File: config.mk
export PLATFORM = sky130hd
export DESIGN_NAME = fex_abs13_taps
export DESIGN_NICKNAME = d
export VERILOG_FILES = /design/src/rtl/fex_pack.sv /design/src/rtl/fex_isqrt.sv /design/src/rtl/fex_abs13_taps.sv
export SDC_FILE = /design/constraint.sdc
export NUM_CORES = 2
export LEC_CHECK = 0
export ABC_AREA = 1
export BUFFER_PORTS_ARGS = -buffer_cell sky130_fd_sc_hd__buf_4
export CAP_MARGIN = 20
export CORE_MARGIN = 5
export CORE_UTILIZATION = 30
export CTS_CLUSTER_SIZE = 24
export DETAILED_ROUTE_END_ITERATION = 8
export PLACE_DENSITY = 0.44
export SLEW_MARGIN = 10
export SYNTH_ARGS = -nofsm -noshare
export SYNTH_HDL_FRONTEND = slang
export SYNTH_SLANG_ARGS = --single-unit
File: constraint.sdc
create_clock -name clk -period 206.2 [get_ports clk]
set_input_delay 51.55 -clock clk [delete_from_list [all_inputs] [get_ports clk]]
set_output_delay 51.55 -clock clk [all_outputs]
set_load 0.02 [all_outputs]
File: src/rtl/fex_pack.sv
// Shared widths, types and clamp helpers for the |x| / |x|^3 feature-extraction stage.
package fex_pack;
    localparam int FEX_DATA_W  = 14;
    localparam int FEX_FRAC_W  = 13;
    localparam int FEX_RAD_W   = 28;
    localparam int FEX_ROOT_W  = 14;
    localparam int FEX_LATENCY = 17;
    localparam int FEX_SAT_MAX = 8191;
    localparam int FEX_PROD_W  = FEX_ROOT_W + FEX_RAD_W;

    typedef logic signed [FEX_DATA_W-1:0] feat_t;
    typedef logic [FEX_RAD_W-1:0]         rad_t;

    function automatic logic fex_over(input logic [FEX_PROD_W-1:0] v);
        return v > FEX_PROD_W'(FEX_SAT_MAX);
    endfunction

    // Non-negative magnitude clamped into the positive Q1.13 range.
    function automatic feat_t fex_clamp(input logic [FEX_PROD_W-1:0] v);
        return fex_over(v) ? FEX_DATA_W'(FEX_SAT_MAX) : v[FEX_DATA_W-1:0];
    endfunction
endpackage

File: src/rtl/fex_isqrt.sv
// Pipelined digit-by-digit integer square root: one root bit per stage, floor(sqrt(rad)).
// Radicand and a free-form sideband travel with each stage; all stages advance on en.
module fex_isqrt
    import fex_pack::*;
#(
    parameter int SB_W = 2 * FEX_DATA_W
) (
    input  logic                  clk,
    input  logic                  rst_n,
    input  logic                  flush,
    input  logic                  en,
    input  logic                  in_valid,
    input  rad_t                  in_rad,
    input  logic [SB_W-1:0]       in_sb,
    output logic                  out_valid,
    output logic [FEX_ROOT_W-1:0] out_root,
    output rad_t                  out_rad,
    output logic [SB_W-1:0]       out_sb
);
    localparam int NST   = FEX_ROOT_W;
    localparam int REM_W = FEX_ROOT_W + 4;

    logic [NST-1:0]                 vld_reg, vld_next;
    logic [NST-1:0][REM_W-1:0]      rem_reg, rem_next;
    logic [NST-1:0][FEX_ROOT_W-1:0] root_reg, root_next;
    logic [NST-1:0][FEX_RAD_W-1:0]  rad_reg, rad_next;
    logic [NST-1:0][SB_W-1:0]       sb_reg, sb_next;

    genvar gi;
    generate
        for (gi = 0; gi < NST; gi++) begin : g_stage
            localparam int K = NST - 1 - gi;
            logic [REM_W-1:0]      rem_prev, rem_sh, trial;
            logic [FEX_ROOT_W-1:0] root_prev;
            logic                  take, unused_ok;

            if (gi == 0) begin : g_head
                assign vld_next[gi] = in_valid;
                assign rad_next[gi] = in_rad;
                assign sb_next[gi]  = in_sb;
                assign rem_prev     = '0;
                assign root_prev    = '0;
            end else begin : g_body
                assign vld_next[gi] = vld_reg[gi-1];
                assign rad_next[gi] = rad_reg[gi-1];
                assign sb_next[gi]  = sb_reg[gi-1];
                assign rem_prev     = rem_reg[gi-1];
                assign root_prev    = root_reg[gi-1];
            end

            // Bring down the next radicand bit pair and try root*4+1 against the remainder.
            assign rem_sh        = {rem_prev[REM_W-3:0], rad_next[gi][2*K+1 -: 2]};
            assign trial         = {2'b00, root_prev, 2'b01};
            assign take          = (rem_sh >= trial);
            assign rem_next[gi]  = take ? (rem_sh - trial) : rem_sh;
            assign root_next[gi] = {root_prev[FEX_ROOT_W-2:0], take};
            assign unused_ok     = ^{rem_prev[REM_W-1 -: 2], root_prev[FEX_ROOT_W-1]};
        end
    endgenerate

    always_ff @(posedge clk) begin
        if (!rst_n || flush) begin
            vld_reg <= '0;
        end else if (en) begin
            vld_reg <= vld_next;
        end
    end

    always_ff @(posedge clk) begin
        if (en) begin
            rem_reg  <= rem_next;
            root_reg <= root_next;
            rad_reg  <= rad_next;
            sb_reg   <= sb_next;
        end
    end

    logic unused_tail;
    assign unused_tail = ^rem_reg[NST-1];

    assign out_valid = vld_reg[NST-1];
    assign out_root  = root_reg[NST-1];
    assign out_rad   = rad_reg[NST-1];
    assign out_sb    = sb_reg[NST-1];
endmodule

File: src/rtl/fex_abs13_taps.sv
// DPD input feature stage: per sample {I, Q, |x|, |x|^3} over a 3-deep tap history.
// Optional FEX_SAT_CNT_EN adds sat_count, counting emitted vectors with a clamped feature.
module fex_abs13_taps
    import fex_pack::*;
#(
    parameter int DATA_W       = FEX_DATA_W,
    parameter int FRAC_W       = FEX_FRAC_W,
    parameter int TAPS         = 3,
    parameter int FEAT_PER_TAP = 4
) (
    input  logic                                 clk,
    input  logic                                 rst_n,
    input  logic                                 flush,
    input  logic                                 in_valid,
    output logic                                 in_ready,
    input  logic signed [DATA_W-1:0]             in_i,
    input  logic signed [DATA_W-1:0]             in_q,
    output logic                                 out_valid,
    input  logic                                 out_ready,
    output logic [TAPS*FEAT_PER_TAP*DATA_W-1:0]  out_feat
`ifdef FEX_SAT_CNT_EN
  , output logic [15:0]                          sat_count
`endif
);
    localparam int TAP_W = FEAT_PER_TAP * DATA_W;
    localparam int VEC_W = TAPS * TAP_W;

    logic en;
    assign en       = !out_valid || out_ready;
    assign in_ready = en;

    // S0: latch the sample and its squared magnitude.
    logic                        s0_valid_reg;
    feat_t                       s0_i_reg, s0_q_reg;
    rad_t                        s0_r_reg;
    logic signed [FEX_RAD_W-1:0] i_ext, q_ext, r_sum;

    assign i_ext = FEX_RAD_W'(in_i);
    assign q_ext = FEX_RAD_W'(in_q);
    assign r_sum = i_ext * i_ext + q_ext * q_ext;

    always_ff @(posedge clk) begin
        if (!rst_n || flush) begin
            s0_valid_reg <= 1'b0;
        end else if (en) begin
            s0_valid_reg <= in_valid;
        end
    end

    always_ff @(posedge clk) begin
        if (en) begin
            s0_i_reg <= in_i;
            s0_q_reg <= in_q;
            s0_r_reg <= rad_t'(r_sum);
        end
    end

    // S1..S14: square root with I/Q riding along.
    logic                        sq_valid;
    logic [FEX_ROOT_W-1:0]       sq_root;
    rad_t                        sq_rad;
    logic [2*FEX_DATA_W-1:0]     sq_sb;
    feat_t                       sq_i, sq_q;

    fex_isqrt #(.SB_W(2 * FEX_DATA_W)) u_isqrt (
        .clk       (clk),
        .rst_n     (rst_n),
        .flush     (flush),
        .en        (en),
        .in_valid  (s0_valid_reg),
        .in_rad    (s0_r_reg),
        .in_sb     ({s0_i_reg, s0_q_reg}),
        .out_valid (sq_valid),
        .out_root  (sq_root),
        .out_rad   (sq_rad),
        .out_sb    (sq_sb)
    );

    assign sq_i = sq_sb[2*FEX_DATA_W-1 -: FEX_DATA_W];
    assign sq_q = sq_sb[FEX_DATA_W-1:0];

    // S15: |x|^3 uses the unclamped root so the cube tracks r exactly.
    logic [FEX_PROD_W-1:0] cube_full, root_ext;
    logic                  s15_valid_reg;
    feat_t                 s15_i_reg, s15_q_reg, s15_m_reg, s15_c_reg;

    assign root_ext  = FEX_PROD_W'(sq_root);
    assign cube_full = (root_ext * FEX_PROD_W'(sq_rad)) >> (2 * FRAC_W);

    always_ff @(posedge clk) begin
        if (!rst_n || flush) begin
            s15_valid_reg <= 1'b0;
        end else if (en) begin
            s15_valid_reg <= sq_valid;
        end
    end

    always_ff @(posedge clk) begin
        if (en) begin
            s15_i_reg <= sq_i;
            s15_q_reg <= sq_q;
            s15_m_reg <= fex_clamp(root_ext);
            s15_c_reg <= fex_clamp(cube_full);
        end
    end

    // S16: history shifts only when a real sample arrives.
    always_ff @(posedge clk) begin
        if (!rst_n || flush) begin
            out_valid <= 1'b0;
            out_feat  <= '0;
        end else if (en) begin
            out_valid <= s15_valid_reg;
            if (s15_valid_reg) begin
                out_feat <= {out_feat[VEC_W-TAP_W-1:0], s15_c_reg, s15_m_reg, s15_q_reg, s15_i_reg};
            end
        end
    end

`ifdef FEX_SAT_CNT_EN
    logic s15_sat_reg;

    always_ff @(posedge clk) begin
        if (en) begin
            s15_sat_reg <= fex_over(root_ext) || fex_over(cube_full);
        end
    end

    always_ff @(posedge clk) begin
        if (!rst_n || flush) begin
            sat_count <= '0;
        end else if (en && s15_valid_reg && s15_sat_reg && (sat_count != 16'hFFFF)) begin
            sat_count <= sat_count + 16'd1;
        end
    end
`endif
endmodule

==> results.toml <==
[floorplan]
die_ht_microns = 519
floorplan.die_area_sq_mm = 0.269
io_pins = 203
start_util_pct = 30.2
floorplan.core_area_sq_mm = 0.257
chip_width_microns = 519
rows = 186

[cells_and_area]
layout.nets = 8271
area_growth_syn_to_layout_pct = 12.9
fraction_of_layout_instances_using_a_drive_strength_above_1_pct = 7.63
largest_register_ff_count = 364

[clock_network]
insertion_delay_ns = 0.78
cts.root.buffer_cell = "clkbuf_16"
cts.repair.resized = 0
max-clock-path-buffers = 3
cts_hold_buf = 0
clock_pin_slew_on_the_worst_setup_and_hold_paths_ns = 0.06
cts_tree = "done"
numCtsBuffers = 146
post_cts.repair.setup_buffers = 0
clock_tree.htree_level_count = 4
cts.sink_count = 1378

[critical_path]
kind_of_critical_path = "input pin to output pin"
crit_arrival_ns = 53.16
endpoint_kind = "output pin"
regToRegStartpoint = "u_isqrt.out_rad[18]$_DFFE_PN_"
worst-path-max-fanout = 76
timing.reg2reg.worst_path_depth = 22
crit_required_ns = 154.65
r2r_setup_slack_ns = 199.47
worstReg2RegEnd = "s15_c_reg[0]$_SDFFCE_PN1N_"
launching_instance_or_port_of_the_critical_path = "out_ready"
nature_of_the_critical_path_startpoint = "input pin"

[synthesis]
synthArstFlopShare_pct = 0
synth-warning-count = 0
number_of_synthesized_flops_with_an_enable_pin = 1193
postSynthCellCount = 6983
netlist_area_before_placement_sq_mm = 0.0776
synth_seq_cells = 1378
yosysSeqAreaShare_pct = 50.9
syn_area_per_cell_sq_um = 11.1
synth_cell_type_count = 55
synth_flop_cell = "edfxtp_1"

[global_route]
overflow = 0
grt_pass1_vias = 47934
total_grt_usage_pct = 12.1
pin_count_of_the_biggest_net_entering_global_routing = 199
grt_antenna_before_repair = 6
grt_first_pass_wirelength_mm = 263

[drt]
dr.pass1.iters = 5
drt_wl_total_mm = 163
drcViolationCount = 0
drt_iter0_markers = 2457
final_antenna_net_count = 0
route.detailed.vias_per_inst = 4.26
wl_per_cell_microns = 15.2
dr_total_vias = 45465

[timing]
totalNegativeSetupSlack_ns = 0
report.final.slew_viol_count = 0
setup_viol = 0
fin_worst_skew_ns = 0.0338
max-slew-margin-rel_pct = 3.16
timing_hold_violations_final = 0
worst_slew_pin_slew_ns = 1.45
rsz0062_at_grt = "false"
max_freq_mhz = 9.55
min_period_ns = 104.71
fin_crit_sh_pct = 50.8

[min_path]
timing.hold.worst.start = "s0_r_reg[13]$_DFFE_PN_"
timing.hold.worst_path_depth = 0
worst_hold_path.endpoint = "u_isqrt.rad_next[41]$_DFFE_PN_"
hold_path_class = "flop to flop"

[placed_design]
post_dp_hpwl_mm = 121
port_buffers = 202
routabilityCongestion = 0.841

[run]
maxCapViolations = 0

[status]
run_status = "completed"
cell usage after synthesis (4+ instances only):
cell / n / area share (%)
o21ai_2: 12 / 0.14
xor2_1: 96 / 1.1
buf_2: 28 / 0.18
a31oi_1: 10 / 0.081
clkbuf_1: 128 / 0.62
nand2_1: 1577 / 7.6
a21oi_1: 351 / 2.3
edfxtp_1: 1193 / 46
nand3_2: 4 / 0.052
nand2_2: 18 / 0.15
nor3_1: 44 / 0.28
o21ai_1: 33 / 0.21
o21a_1: 8 / 0.077
nor2_2: 13 / 0.10
xnor2_1: 64 / 0.72
buf_1: 17 / 0.082
a21boi_0: 4 / 0.039
buf_4: 7 / 0.068
inv_1: 1439 / 7.0
ha_1: 338 / 5.4
nor2_4: 4 / 0.058
nor4_1: 14 / 0.11
or2_2: 34 / 0.27
o21bai_1: 20 / 0.19
a21o_1: 19 / 0.18
a21oi_2: 5 / 0.056
dfxtp_1: 185 / 4.8
nand4_1: 39 / 0.31
a211oi_1: 5 / 0.048
o211ai_1: 6 / 0.058
inv_2: 21 / 0.10
nand3_1: 122 / 0.79
nand3b_1: 14 / 0.14
fa_1: 710 / 18
nor2_1: 254 / 1.2
o21ai_0: 122 / 0.79
metrics by stage:
step,util (%),area [sq um],setup slack (ns),instances,hold slack (ns)
after CTS,34.1,87600,101.48,10677,0.384
after global placement,32.2,82900,101.52,10422,0.400
after global routing,34.1,87700,101.36,10681,0.397
after detailed placement,32.3,83000,101.48,10423,0.405
after floorplan,-,77600,70.52,6986,0.400
final,34.1,87700,101.49,10682,0.386
worst max path at each step:
stage	depth (start not counted)	endpoint
2_1_floorplan	3	in_ready
3_3_place_gp	4	in_ready
3_5_place_dp	4	in_ready
4_1_cts	4	in_ready
5_1_grt	4	in_ready
6_report	4	in_ready
worst max-delay path, stage by stage:
cell and delay (ns):
buf_4 0.13, nor2_2 0.70, inv_8 0.37, buf_4 0.32
cells in the final DEF (no fill, tap or decap), drive strengths merged, types with 4 or more instances in the layout:
cell and instances:
nand4 39, a31oi 10, clkinvlp 6, a21o 19, a21boi 6, o211ai 6
xor2 96, o21bai 21, clkbuf 184, ha 338, conb 4, xnor2 64
nor3 44, nor4 14, nor2 271, fa 710, a21oi 356, o21a 8
bufinv 7, edfxtp 1193, buf 236, nand3b 14, or2 37, a211oi 5
inv 1467, nand3 126, clkinv 53, nand2 1595, dfxtp 185, o21ai 167
routing by layer:
metal,share of wire [%],up-vias,GRT usage [%]
met5,0.012,-,0
met4,2.3,4,3.33
met3,4.4,231,2.37
met2,47,724,19.8
met1,46,22087,16.5
li1,-,22419,-
cell families (layout without fill, tap and decap cells):
kind of cell    after synthesis  count (layout)  synth area share, %
compound gates              607             607                 4.27
flops                      1378            1378                 50.9
simple gates               2146            2146                 11.2
fa+ha+maj                  1048            1048                 23.8
buf+inv                    1643            1953                 8.04
other cells                   1               6              0.00483
xor+xnor                    160             160                 1.81
area by class of cell:
class                           count  area (sq um)
Clock inverter                     71           850
Sequential cell                  1378         39500
Multi-Input combinational cell   3965         31900
Inverter                         1462          5500
Timing Repair Buffer              237          1860
Fill cell                       25629        170000
Tap cell                         3384          4230
Clock buffer                      183          3800
Antenna cell                        2          5.00
Power is not shown: default switching activity piles up to over one toggle a cycle in this logic, so the estimate is an artifact.
